[src/rtl/mem_link_pkg.sv]
// Shared types and message-format constants for the CPU memory link.
package mem_link_pkg;

  localparam logic [4:0] LEN_READ  = 5'd5;
  localparam logic [4:0] LEN_WRITE = 5'd9;
  localparam logic [4:0] LEN_RESP  = 5'd4;

  localparam int ADDR_LO = 32;
  localparam int MASK_LO = 64;

  typedef enum logic [1:0] {IDLE, SEND, WAIT_RESP, DONE} state_e;
  typedef enum logic {G_IF, G_D} grant_e;

  typedef struct packed {
    logic        we;
    logic [31:0] addr;
    logic [31:0] wdata;
    logic [3:0]  mask;
  } req_t;

endpackage

[src/rtl/mem_link_pack.sv]
// Packs one requester transaction into a link message (length + 72-bit payload).
module mem_link_pack
  import mem_link_pkg::*;
(
  input  req_t        req,
  output logic [4:0]  length,
  output logic [71:0] data
);

  always_comb begin
    length = LEN_READ;
    data   = '0;
    if (req.we) begin
      length              = LEN_WRITE;
      data[31:0]          = req.wdata;
      data[ADDR_LO +: 32] = req.addr;
      data[MASK_LO +: 4]  = req.mask;
    end else begin
      data[31:0] = req.addr;
    end
  end

endmodule

[src/rtl/mem_link_arbiter.sv]
// Two-requester (fetch / data) front end for the memory message link with
// one transaction in flight, response checking and a response watchdog.
module mem_link_arbiter
  import mem_link_pkg::*;
#(
  parameter int TIMEOUT = 1048576,
  parameter int CNT_W   = 24
) (
  input  logic        clk,
  input  logic        RST_N,
  input  logic        if_req,
  input  logic [31:0] if_addr,
  output logic        if_done,
  output logic [31:0] if_rdata,
  input  logic        d_req,
  input  logic        d_we,
  input  logic [31:0] d_addr,
  input  logic [31:0] d_wdata,
  input  logic [3:0]  d_mask,
  output logic        d_done,
  output logic [31:0] d_rdata,
  output logic        link_write_flag,
  output logic [4:0]  link_write_length,
  output logic [71:0] link_write_data,
  input  logic        link_writable,
  output logic        link_read_flag,
  input  logic [4:0]  link_read_length,
  input  logic [71:0] link_read_data,
  input  logic        link_readable,
  output logic        link_err
);

  localparam logic [CNT_W-1:0] CNT_LAST = CNT_W'(TIMEOUT - 1);

  state_e            state_q, state_d;
  grant_e            grant_q, last_grant_q, grant_sel;
  req_t              req_q, req_sel;
  logic [CNT_W-1:0]  cnt_q;
  logic [31:0]       rdata_q;
  logic              err_q;
  logic [4:0]        pk_len;
  logic [71:0]       pk_data;
  logic              any_req, wr_fire, rd_pop, resp_ok, tmo;
  logic              unused_resp_hi;

  assign unused_resp_hi = ^link_read_data[71:32];

  mem_link_pack u_pack (
    .req    (req_q),
    .length (pk_len),
    .data   (pk_data)
  );

  // Tie goes to whoever was not served last.
  always_comb begin
    any_req   = if_req | d_req;
    grant_sel = G_IF;
    if (if_req && d_req)
      grant_sel = (last_grant_q == G_IF) ? G_D : G_IF;
    else if (d_req)
      grant_sel = G_D;
    req_sel.we    = 1'b0;
    req_sel.addr  = if_addr;
    req_sel.wdata = '0;
    req_sel.mask  = '0;
    if (grant_sel == G_D) begin
      req_sel.we    = d_we;
      req_sel.addr  = d_addr;
      req_sel.wdata = d_wdata;
      req_sel.mask  = d_mask;
    end
    wr_fire = (state_q == SEND) && link_writable;
    rd_pop  = ((state_q == IDLE) || (state_q == WAIT_RESP)) && link_readable;
    resp_ok = (state_q == WAIT_RESP) && rd_pop && (link_read_length == LEN_RESP);
    tmo     = (TIMEOUT != 0) && (state_q == WAIT_RESP) && !resp_ok && (cnt_q == CNT_LAST);
  end

  always_ff @(posedge clk or negedge RST_N) begin
    if (!RST_N) state_q <= IDLE;
    else        state_q <= state_d;
  end

  always_comb begin
    state_d = state_q;
    case (state_q)
      IDLE:      if (any_req) state_d = SEND;
      SEND:      if (wr_fire) state_d = req_q.we ? DONE : WAIT_RESP;
      WAIT_RESP: if (resp_ok || tmo) state_d = DONE;
      DONE:      state_d = IDLE;
      default:   state_d = IDLE;
    endcase
  end

  always_comb begin
    link_write_flag   = wr_fire;
    link_write_length = (state_q == SEND) ? pk_len  : '0;
    link_write_data   = (state_q == SEND) ? pk_data : '0;
    link_read_flag    = rd_pop;
    if_done           = (state_q == DONE) && (grant_q == G_IF);
    d_done            = (state_q == DONE) && (grant_q == G_D);
    if_rdata          = if_done ? rdata_q : '0;
    d_rdata           = d_done  ? rdata_q : '0;
    link_err          = err_q;
  end

  // rdata is cleared at grant so a watchdog abort completes with zero.
  always_ff @(posedge clk or negedge RST_N) begin
    if (!RST_N) begin
      grant_q      <= G_IF;
      last_grant_q <= G_IF;
      req_q        <= '0;
      cnt_q        <= '0;
      rdata_q      <= '0;
      err_q        <= 1'b0;
    end else begin
      case (state_q)
        IDLE: if (any_req) begin
          grant_q <= grant_sel;
          req_q   <= req_sel;
          rdata_q <= '0;
        end
        SEND: if (wr_fire) cnt_q <= '0;
        WAIT_RESP: begin
          cnt_q <= cnt_q + CNT_W'(1);
          if (resp_ok) rdata_q <= link_read_data[31:0];
        end
        DONE:    last_grant_q <= grant_q;
        default: ;
      endcase
      // Unsolicited or malformed responses and watchdog expiry are sticky errors.
      if ((rd_pop && !resp_ok) || ((state_q == SEND) && link_readable) || tmo)
        err_q <= 1'b1;
    end
  end

endmodule
[config.mk]
export PLATFORM = sky130hd
export DESIGN_NAME = mem_link_arbiter
export DESIGN_NICKNAME = d
export VERILOG_FILES = /design/src/rtl/mem_link_pkg.sv /design/src/rtl/mem_link_pack.sv /design/src/rtl/mem_link_arbiter.sv
export SDC_FILE = /design/constraint.sdc
export NUM_CORES = 1
export LEC_CHECK = 0
export BUFFER_PORTS_ARGS = -buffer_cell sky130_fd_sc_hd__buf_4
export CORE_ASPECT_RATIO = 0.7
export CORE_MARGIN = 2
export CORE_UTILIZATION = 32
export CTS_CLUSTER_SIZE = 10
export DETAILED_ROUTE_END_ITERATION = 7
export HOLD_SLACK_MARGIN = 0.03
export SKIP_CTS_REPAIR_TIMING = 1
export SYNTH_ARGS = -nofsm -noshare
export SYNTH_HDL_FRONTEND = slang
export SYNTH_SLANG_ARGS = --single-unit
[constraint.sdc]
create_clock -name clk -period 2.25 [get_ports clk]
set_clock_uncertainty 0.05 [all_clocks]
set_input_delay 0.45 -clock clk [delete_from_list [all_inputs] [get_ports clk]]
set_output_delay 0.45 -clock clk [all_outputs]
set_load 0.01 [all_outputs]
---- Word level (Yosys, flattened, before mapping) ----
Cells that the tools add are included.
word-level totals
  flip-flop bits (word level) ............. 130
  bits in latches ......................... 0
  RAM bits ................................ 0
  bits in read-only memories .............. 0
  input port bits ......................... 184
  output and inout bits ................... 146
  word-level logic and storage cells ...... 66
  memories ................................ 0
cells by class
  add/subtract/negate cells ............... 1
  multipliers ............................. 0
  divide/modulo/power cells ............... 0
  order comparisons ....................... 0
  eq/ne operators ......................... 9
  shifts and indexed selects .............. 0
  mux-type cells .......................... 21
  bitwise logic cells ..................... 2
  reductions and logical operators ........ 23
operators by type and width
  operator               count
  $mux 32                5
  $mux 69                1
  $mux 68                1
  $pmux 32 s2            1
  $pmux 24 s2            1
  $mux 36                1
  $add 24x1->24 const B  1
  $eq 24x20->1 const B   1
  $mux 24                1
  $logic_and 1x1->1      11
  $pmux 2 s4             1
  $mux 2                 3
  $ne 2x2->1 const B     3
  $reduce_and 3->1       2
  $eq 5x3->1 const B     1
  $mux 5                 1
  $eq 2x2->1 const B     2
  $logic_or 1x1->1       4
  $mux 1                 4
  $mux 4                 1
  $reduce_and 2->1       2
  $reduce_bool 2->1      2
  $eq 2x1->1 const B     1
  $logic_not 2->1        1
  other kinds (4)        4

---- Longest topological paths before layout ----
  depth in word-level cells ............... 11
  depth in mapped cells ................... 8
  gate-level depth less buffers ........... 7

---- Hierarchy ----
Synthesis repeated with hierarchy kept, for this count alone.
second synthesis, totals
  cells, all modules ...................... 754
  area, all modules ....................... 7493.4 um^2
by module, submodules not included
  module            times used  cells each  area each (um^2)  sequential area each (um^2)
  mem_link_arbiter  1           668         6774.0            3253.1
  mem_link_pack     1           86          719.4             0.0

---- Worst setup path after synthesis ----
No wires, ideal clock.
  path kind ............................... register to output
  from .................................... register state_q[1]
  to ...................................... output link_write_data[0]
  arrival ................................. 1.435 ns
  data required time ...................... 1.750 ns
  path slack .............................. 0.315 ns
  stages on the path, launching flop included .. 6
  path buffers ............................ 2
  path through ............................ dfrtp_1 -> inv_1 -> ha_1 -> clkbuf_1 -> clkbuf_1 -> nor2b_1
on the way
  longest elaborated chain between the ends .. 2
RTL lines
  element                 line                    source
  start, declared         mem_link_arbiter.sv:35  state_e state_q, state_d;
  start signal, assigned  mem_link_arbiter.sv:80  else state_q <= state_d;
  $eq 2x1->1              mem_link_arbiter.sv:97  link_write_data = (state_q == SEND) ? pk_data : '0;
  $mux 68                 mem_link_arbiter.sv:97
  end, declared           mem_link_arbiter.sv:24  output logic [71:0] link_write_data,
No other way between the ends.

---- Final worst setup path ----
  from .................................... register state_q[1]
  to ...................................... output link_write_data[58]
The elaborated chain is that of the path after synthesis.

==> results.md <==
- Status: finished clean
- CTS tree: built
- Final Cell Area: around 10000 µm²
- Internal: about 7.4 mW
- Layout filler cell count: 2019
- Pwr dens: approximately 1200 nW/µm²
- Post-route minimum period: 2200 ps
- Largest net degree at the start of global routing: 73
- Max Clk Rate: 454 MHz
- Synth top area share: 0.473
- Routed Antenna Nets: 0
- Port bufs: 283
- Initial Utilization: 0.329
- WL final: 20.9 mm
- Fin crit share: 0.979
- Sequential power share: 0.316
- First-pass DRT Iterations: 4
- CP Launch Type: register
- Primary FF master, synth: dfrtp_1
- H-tree depth: 4
- Clk root buf: clkbuf_16
- Worst Tran Pin Value: 896 ps
- Synth area leader: dfrtp_1
- Clock power share: 0.260
- Ranking of synthesized cells by area: dfrtp_1 47%, mux2i_1 9.6%, and3_1 6.5%
- Distinct cells, synth: 42
- Vias per inst: 4.71
- Worst hold path class: primary input to register
- Post-synth EDFFs: 0
- Area grow syn2layout: 48.4%
- Die ar.: 22700 µm²
- Clock latency on the worst-skew pair: 410 ps
- Yosys reg bits: between 100 and 150
- Commonest cells after routing, fill and taps aside: 293 x buf_4, 128 x dfrtp_1, 108 x nand2_1
- # setup viols final: 0
- Worst Setup Slack, final: 47.1 ps
- Crit path kind: register to output port
- CP required: 1750 ps
- DP HPWL: between 10 and 15 mm
- Post-route DRC: 0
- Mapped Cells: 717
- Gr ovfl total: 0
- Count of pins over their slew limit: 0
- CTS clk-pin slew, worst paths: about 60 ps
- Initial DRC count: 247
- Combinational share of power: 0.424
- Nets@finish: between 1000 and 1500
- CTS Buffer Depth: 2
- Post-Syn Area per Cell: 9.59 µm²
- Cell Area, Synth: 6880 µm²
- Switching pwr: 4.30 mW
- Rows: 44
- Fin. Hold Viols: 0
- Max Cap Violations: 0
- Sw frac: 0.366
- Most common cell after layout, fill and taps aside: buf_4
- Pleak: 5.25 nW
- Num CTS Buffers: 17
- Number of global-route vias before repair: 5946
- Worst path arrival time: around 1700 ps
- Pre-CTS setup slack: 250 ps
- Routed WL per cell: approximately 16 µm
- DP Area: 9370 µm²
- Global-route wire length before repair: 31.4 mm
- Unrepaired setup endpoints after global routing: yes
- Die width: 179 µm
- DIE HEIGHT: roughly 130 µm
- Ys async rst share: 1.00
- Ys Warns: 0
- GRT Total Usage: 0.174
- Sequential area share after synthesis: 0.473
- Via count: 6023
- Worst-path maximum fanout: 18
- Worst vdd ir: 0.523 mV
- CTS Sinks: 130
- Total Neg Setup Slack: 0 ps
- Layout cells sized above 1: 0.365
- Rel. slew slack: 0.403
- CP endpoint kind: output port
- Routability cong.: 0.776
- Antenna violations before repair: 1
- Top-level I/O count: 330
- Core area: 20900 µm²
==> cells by family (layout without fill, tap and decap cells) <==
family	after synthesis	after routing	synth area share
AO/OA/AOI/OAI	118	118	0.112
flip-flops	130	130	0.473
adder cells (fa/ha/maj)	5	5	0.00910
buffers and inverters	67	346	0.0422
other	1	7	0.000545
AND/OR/NAND/NOR	309	309	0.240
XOR/XNOR	19	19	0.0242
multiplexers	68	68	0.0994
==> per-layer routing <==
layer	GRT usage	vias up	wire length, µm
met2	0.281	179	9580
met4	0.0356	0	200
met5	0	-	0
li1	-	3009	-
met1	0.236	2820	9710
met3	0.0486	15	1430
==> synth_stat cells, types with 2 or more instances <==
cell / count
a22o_1: 38
nor2b_1: 36
buf_1: 2
buf_2: 13
dfrtp_1: 130
nor3_1: 2
nand2b_1: 2
and2_1: 37
and3_1: 71
inv_1: 4
nor2_1: 24
nand2_1: 108
clkbuf_1: 42
nand4_1: 7
ha_1: 5
o21ai_1: 5
a21oi_1: 3
mux2i_1: 66
nor4_1: 3
or3_1: 2
nand3_1: 10
o21ai_0: 65
xnor2_1: 3
xor2_1: 16
buf_4: 6
==> registers in the layout, summed over array words and instances (netlist names) <==
name / flops
grant_q: 1
req_q: 69
state_q: 2
rdata_q: 32
last_grant_q: 1
link_err: 1
cnt_q: 24
==> power by group through the flow <==
stage          registers, mW  clock network, mW  logic, mW
2_1_floorplan           3.54                  0       2.98
3_3_place_gp            3.70                  0       4.59
3_5_place_dp            3.71                  0       4.65
4_1_cts                 3.68               3.13       4.66
5_1_grt                 3.82               3.21       5.53
6_report                3.71               3.05       4.98
==> layout make-up <==
| cell class | count | area, µm² | area share |
|---|---|---|---|
| clock inverters | 13 | 210 | 0.0206 |
| diodes | 1 | 2.50 | 0.000245 |
| clock buffers | 18 | 439 | 0.0431 |
| multi-input cells | 525 | 3420 | 0.336 |
| flip-flops and latches | 130 | 3260 | 0.319 |
| inverters | 4 | 15.0 | 0.00147 |
| well taps | 276 | 345 | 0.0339 |
| repair buffers | 311 | 2510 | 0.246 |
==> worst max-delay path, cell delays in order, from the launching register on <==
cell and delay (ps):
dfrtp_1 430, inv_2 100, ha_4 240, clkbuf_16 220
and3_1 170, buf_4 120
==> through the flow <==
step / power, mW / hold slack, ps / util / std cells
4_1_cts: 11.5 / -92.4 / 0.479 / 1269
6_report: 11.7 / 199 / 0.488 / 1278
5_1_grt: 12.6 / 186 / 0.488 / 1278
3_3_place_gp: 8.29 / 352 / 0.448 / 1238
3_5_place_dp: 8.36 / 352 / 0.448 / 1238
2_1_floorplan: 6.52 / 104 / - / 722
==> final timing paths <==
| check | endpoint | slack [ps] | cells past startpoint | start |
|---|---|---|---|---|
| setup reg to reg | cnt_q[13]$_DFFE_PN0P_ | 130 | 10 | state_q[1]$_DFFE_PN0P_ |
| setup / recovery | link_write_data[58] | 50 | 5 | state_q[1]$_DFFE_PN0P_ |
| min in group asynchronous | req_q[2]$_DFFE_PN0P_ | 470 | 2 | RST_N |
| hold reg to reg | link_err$_DFFE_PN0P_ | 440 | 2 | link_err$_DFFE_PN0P_ |
| max in group asynchronous | state_q[0]$_DFFE_PN0P_ | 1070 | 3 | RST_N |
| hold / removal | req_q[30]$_DFFE_PN0P_ | 200 | 2 | d_wdata[26] |
(Power assumes the default switching activity.)
